`src/rtl/program_loader.sv`:
```
// Boot loader: takes a header plus payload words from a stream, writes instruction
// and data memories through the cpu external ports, then enables the cpu.
module program_loader #(
  parameter int IMEM_DEPTH = 512,
  parameter int DMEM_DEPTH = 1024
) (
  input  logic        clk,
  input  logic        arst,
  input  logic        start,
  input  logic        halt,
  input  logic [63:0] s_data,
  input  logic        s_valid,
  output logic        s_ready,
  output logic [63:0] imem_addr_ext,
  output logic        imem_wen_ext,
  output logic [31:0] imem_wdata_ext,
  output logic [63:0] dmem_addr_ext,
  output logic        dmem_wen_ext,
  output logic [63:0] dmem_wdata_ext,
  output logic        cpu_enable,
  output logic        busy,
  output logic        err,
  output logic [31:0] words_loaded,
  output logic [2:0]  dbg_state
);

  localparam logic [2:0] S_IDLE = 3'd0;
  localparam logic [2:0] S_HDR  = 3'd1;
  localparam logic [2:0] S_IMEM = 3'd2;
  localparam logic [2:0] S_DMEM = 3'd3;
  localparam logic [2:0] S_RUN  = 3'd4;
  localparam logic [2:0] S_ERR  = 3'd5;

  localparam logic [16:0] IMEM_LIM = 17'(IMEM_DEPTH);
  localparam logic [16:0] DMEM_LIM = 17'(DMEM_DEPTH);

  logic [2:0]  state_q, state_d;
  logic        ready_q, ready_d;
  logic        err_q, err_d;
  logic        en_q, en_d;
  logic [15:0] cnt_q, cnt_d;
  logic [15:0] ic_q, ic_d;
  logic [15:0] dc_q, dc_d;
  logic [31:0] wl_q, wl_d;
  logic        iw_q, iw_d;
  logic [63:0] ia_q, ia_d;
  logic [31:0] id_q, id_d;
  logic        dw_q, dw_d;
  logic [63:0] da_q, da_d;
  logic [63:0] dd_q, dd_d;
  logic        accept;
  logic [15:0] hdr_ic, hdr_dc;

  // Handshake: a word transfers on a rising edge where s_valid and s_ready are both
  // high; s_ready is registered, so halt in the same cycle vetoes the transfer here.
  assign accept = s_valid && ready_q && !halt;
  assign hdr_ic = s_data[15:0];
  assign hdr_dc = s_data[31:16];

  always_comb begin
    state_d = state_q;
    cnt_d   = cnt_q;
    ic_d    = ic_q;
    dc_d    = dc_q;
    wl_d    = wl_q;
    iw_d    = 1'b0;
    ia_d    = ia_q;
    id_d    = id_q;
    dw_d    = 1'b0;
    da_d    = da_q;
    dd_d    = dd_q;
    case (state_q)
      S_IDLE, S_ERR: begin
        if (halt) begin
          state_d = S_IDLE;
        end else if (start) begin
          state_d = S_HDR;
          cnt_d   = '0;
          ic_d    = '0;
          dc_d    = '0;
          wl_d    = '0;
        end
      end
      S_HDR: begin
        if (halt) begin
          state_d = S_IDLE;
        end else if (accept) begin
          ic_d = hdr_ic;
          dc_d = hdr_dc;
          if ({1'b0, hdr_ic} > IMEM_LIM || {1'b0, hdr_dc} > DMEM_LIM) state_d = S_ERR;
          else if (hdr_ic != '0) state_d = S_IMEM;
          else if (hdr_dc != '0) state_d = S_DMEM;
          else state_d = S_RUN;
        end
      end
      S_IMEM: begin
        if (halt) begin
          state_d = S_IDLE;
        end else if (accept) begin
          iw_d = 1'b1;
          ia_d = {46'd0, cnt_q, 2'b00};
          id_d = s_data[31:0];
          wl_d = wl_q + 32'd1;
          if (cnt_q + 16'd1 == ic_q) begin
            cnt_d   = '0;
            state_d = (dc_q != '0) ? S_DMEM : S_RUN;
          end else begin
            cnt_d = cnt_q + 16'd1;
          end
        end
      end
      S_DMEM: begin
        if (halt) begin
          state_d = S_IDLE;
        end else if (accept) begin
          dw_d = 1'b1;
          da_d = {45'd0, cnt_q, 3'b000};
          dd_d = s_data;
          wl_d = wl_q + 32'd1;
          if (cnt_q + 16'd1 == dc_q) begin
            cnt_d   = '0;
            state_d = S_RUN;
          end else begin
            cnt_d = cnt_q + 16'd1;
          end
        end
      end
      S_RUN: begin
        if (halt) state_d = S_IDLE;
      end
      default: state_d = S_IDLE;
    endcase
  end

  assign ready_d = (state_d == S_HDR) || (state_d == S_IMEM) || (state_d == S_DMEM);
  assign err_d   = (state_d == S_ERR);
  // Enable lags RUN entry by one edge so the last memory strobe always comes first.
  assign en_d    = (state_q == S_RUN) && !halt;

  always_ff @(posedge clk or posedge arst) begin
    if (arst) begin
      state_q <= S_IDLE;
      ready_q <= 1'b0;
      err_q   <= 1'b0;
      en_q    <= 1'b0;
      cnt_q   <= '0;
      ic_q    <= '0;
      dc_q    <= '0;
      wl_q    <= '0;
      iw_q    <= 1'b0;
      ia_q    <= '0;
      id_q    <= '0;
      dw_q    <= 1'b0;
      da_q    <= '0;
      dd_q    <= '0;
    end else begin
      state_q <= state_d;
      ready_q <= ready_d;
      err_q   <= err_d;
      en_q    <= en_d;
      cnt_q   <= cnt_d;
      ic_q    <= ic_d;
      dc_q    <= dc_d;
      wl_q    <= wl_d;
      iw_q    <= iw_d;
      ia_q    <= ia_d;
      id_q    <= id_d;
      dw_q    <= dw_d;
      da_q    <= da_d;
      dd_q    <= dd_d;
    end
  end

  assign s_ready        = ready_q;
  assign busy           = ready_q;
  assign err            = err_q;
  assign cpu_enable     = en_q;
  assign words_loaded   = wl_q;
  assign imem_wen_ext   = iw_q;
  assign imem_addr_ext  = ia_q;
  assign imem_wdata_ext = id_q;
  assign dmem_wen_ext   = dw_q;
  assign dmem_addr_ext  = da_q;
  assign dmem_wdata_ext = dd_q;
  assign dbg_state      = state_q;

endmodule

```
`config.mk`:
```
export PLATFORM = sky130hd
export DESIGN_NAME = program_loader
export DESIGN_NICKNAME = d
export VERILOG_FILES = /design/src/rtl/program_loader.sv
export SDC_FILE = /design/constraint.sdc
export NUM_CORES = 1
export LEC_CHECK = 0
export CORE_UTILIZATION = 43
export CTS_CLUSTER_DIAMETER = 60
export DETAILED_ROUTE_END_ITERATION = 16
export MAX_ROUTING_LAYER = met4
export PLACE_DENSITY = 0.77
export SYNTH_ARGS = -nofsm -noshare
export SYNTH_HDL_FRONTEND = slang
export SYNTH_SLANG_ARGS = --single-unit
```
`constraint.sdc`:
```
create_clock -name clk -period 7.3 [get_ports clk]
set_clock_uncertainty 0.05 [all_clocks]
set_input_delay 1.46 -clock clk [delete_from_list [all_inputs] [get_ports clk]]
set_output_delay 1.46 -clock clk [all_outputs]
set_load 0.03 [all_outputs]
```
==> flow_summary.toml <==
[route]
drc = 0
drt_wl_total_um = 30300
dr.pass1.iters = 5
drt_iter0_drc = 660
dr_total_vias = 9161
drtAntennaViolNets = 0
routedWlPerCell_um = 17.7
routed_via_density = 5.37

[layout]
final_common_cell = "nand2_1"
fillCellCount = 2278
utilization = 0.557
final_cell_mix = "nand2_1, clkdlybuf4s50_1, dfrtp_1"
area_growth_pct = 26.9
fin_nets = 1433
ff_latch_area_mm2 = 0.00541
antenna_cells = 0
multi_input_comb_area_mm2 = 0.00495
drive_above_1_share = 0.104

[logic_synthesis]
yosys_warnings = 0
synthCells = 1157
synth.ff_latch_count = 216
synth_area_mm2 = 0.0111
synth_edf_count = 0
async_reset_ff_frac = 1.00
yosys.cell_types.count = 74
synthFlopType = "dfrtp_1"
yosysSeqAreaShare = 0.488
syn_area_per_cell_um2 = 9.58

[pwr]
ir_drop_v = 0.000204
combPwrFrac = 0.146
clkPwrFrac = 0.405
seq_power_share = 0.449
switchingPower_mw = 0.795
p_per_area_mw_per_mm2 = 205
sw_frac_of_total = 0.276
intPower_mw = 2.09
power.total_mw = 2.88
leakagePower_nw = 6.54

[placement]
place_congestion = 0.963
hpwl_um = 21100
preCtsSetupSlack_ns = 2.52
io_buffers = 237

[sta]
period_minus_slack_ns = 4.44
setup_ws_ns = 2.86
fin_crit_sh = 0.608
tns_ns = 0
slew_headroom = 0.152
max_freq_mhz = 225
finalSetupViolCount = 0
rsz0062_at_grt = "no"
timing.final.max_slew_violations = 0
tightest_slew_ns = 1.27
hold_violations = 0

[global_routing]
busiest_layer = "met2"
antenna_found_initial = 0
met2_usage = 0.375
grt_max_degree = 113
grt_usage = 0.237
grt_use_met1 = 0.304
use_met3 = 0.0466
grt_pass1_wl_um = 48600
overflow = 0
grt_pass1_vias = 9071

[outcome]
status = "complete, no violations"

[floorplanning]
rows = 58
initial_utilization = 0.439
die_w_um = 163
die_height_um = 163
dieArea_mm2 = 0.0264
core_mm2 = 0.0253
ioPinCount = 334

[cts]
cts_sinks = 216
cts_root_buf = "clkbuf_16"
numCtsBuffers = 24
cts_tree = "done"
hold_buffers = 0
cts_max_path_buffers = 3
cts_resized = 0
clk_latency_ns = 0.52
clk_pin_slew_worst_paths_ns = 0.06
post_cts_buffers = 0
cts_htree_levels = 1

[worst_hold_path]
min_delay_path_depth = 2
hold_end = "imem_addr_ext[16]$_DFFE_PP0P_"
min_path_type = "reg2reg"
hold_start = "imem_addr_ext[16]$_DFFE_PP0P_"

[setup_path]
slowest_stage = "or4_1"
r2r_cells = 9
startpoint_type = "flop"
crit_path_cell_trace = "ha_1 > and3_1 > nand4_1 > xnor2_1 > nor4_1 > nand4b_1 > or4_1 > a41oi_1 > a31oi_1"
rrSetupSlack_ns = 2.86
worstPathRequired_ns = 7.60
cp.arrival_ns = 4.74
crit_fanout = 18
worstSetupPathType = "reg2reg"
cp-end-kind = "flop"
worstReg2RegEnd = "cnt_q[4]$_DFFE_PP0P_"
crit_path_max_incr_delay_ns = 0.75
r2r-start = "cnt_q[0]$_DFFE_PP0P_"

[run]
cap_violations = 0
## synthesized netlist by cell type (all sizes together) (3+ instances only)
| cell | count | area share |
|---|---|---|
| dfrtp | 216 | 0.49 |
| nor2 | 48 | 0.016 |
| o2111ai | 5 | 0.0040 |
| nand3b | 3 | 0.0020 |
| o22ai | 4 | 0.0023 |
| nand2b | 5 | 0.0028 |
| and3b | 3 | 0.0024 |
| nand4 | 31 | 0.020 |
| a211oi | 3 | 0.0020 |
| and2 | 5 | 0.0028 |
| a21o | 3 | 0.0020 |
| nor4b | 6 | 0.0047 |
| and3 | 10 | 0.0056 |
| or3 | 12 | 0.0068 |
| and4 | 4 | 0.0032 |
| a21oi | 18 | 0.0081 |
| xor2 | 25 | 0.020 |
| mux2 | 76 | 0.077 |
| nand4b | 3 | 0.0024 |
| nand3 | 58 | 0.027 |
| clkbuf | 36 | 0.012 |
| nor3 | 21 | 0.0099 |
| xnor2 | 17 | 0.013 |
| a31oi | 10 | 0.0056 |
| nand2 | 255 | 0.086 |
| a41oi | 5 | 0.0046 |
| o21ai | 54 | 0.024 |
| nor4 | 21 | 0.014 |
| nor2b | 7 | 0.0040 |
| inv | 20 | 0.0068 |
| buf | 127 | 0.080 |
| o211ai | 7 | 0.0047 |
## power groups by stage
stage               combinational, mW  sequential (mW)  clock [mW]
floorplan                       0.255             1.36           0
global placement                0.415             1.31           0
detailed placement              0.419             1.32           0
CTS                             0.421             1.29        1.19
global route                    0.456             1.30        1.24
finish                          0.420             1.29        1.17
## state kept, by name, indices dropped and copies added, names as in the netlist
register	count
imem_addr_ext	16
dc_q	16
dbg_state	3
words_loaded	32
cnt_q	16
busy	1
err	1
imem_wen_ext	1
dmem_wen_ext	1
imem_wdata_ext	32
cpu_enable	1
ic_q	16
dmem_wdata_ext	64
dmem_addr_ext	16
## cells by family after synthesis
logic type,share of synthesized area
and+or+nand+nor,0.212
DFF,0.488
muxes,0.0790
buffers and inverters,0.0991
xor gates and xnor gates,0.0394
AOI/OAI and AO/OA,0.0802
other,0.000338
adders and majority gates,0.00226
## critical path, delay by kind of cell (launching register included)
family | cells | cell delay (ns)
AND/OR/NAND/NOR | 5 | 2.16
flip-flops | 1 | 0.66
XOR/XNOR | 1 | 0.30
AO/OA/AOI/OAI | 2 | 0.44
adder cells (fa/ha/maj) | 1 | 0.65
## through the flow
step / instances / instance area, µm² / hold WS (ns)
finish: 1706 / 14100 / 0.423
global route: 1706 / 14100 / 0.445
CTS: 1706 / 14100 / 0.425
global placement: 1666 / 13300 / 0.408
detailed placement: 1666 / 13300 / 0.411
floorplan: 1252 / 11400 / 0.408
## cell type report
cell class / count / share of cell area
timing repair buffer: 247 / 0.175
sequential: 216 / 0.384
inverter: 20 / 0.00560
multi-input combinational: 853 / 0.352
clock buffer: 31 / 0.0482
tap: 330 / 0.0294
clock inverter: 9 / 0.00569
## worst max path at each step
stage,start,end,slack [ns],cells after the start
6_report,cnt_q[0]$_DFFE_PP0P_,cnt_q[4]$_DFFE_PP0P_,2.86,9
5_1_grt,cnt_q[0]$_DFFE_PP0P_,cnt_q[4]$_DFFE_PP0P_,2.71,9
4_1_cts,cnt_q[0]$_DFFE_PP0P_,cnt_q[4]$_DFFE_PP0P_,2.96,9
3_5_place_dp,s_valid,dmem_wdata_ext[38]$_DFFE_PP0P_,2.52,10
3_3_place_gp,s_valid,dmem_wdata_ext[32]$_DFFE_PP0P_,2.57,10
2_1_floorplan,arst,busy$_DFF_PP0_,2.98,1
## metal layers
metal | wire length [µm] | part of all wire
met5 | 0 | 0
met1 | 12800 | 0.42
met2 | 14400 | 0.47
met3 | 2250 | 0.074
met4 | 867 | 0.029
Note: power is estimated with default switching activity, not from simulation.
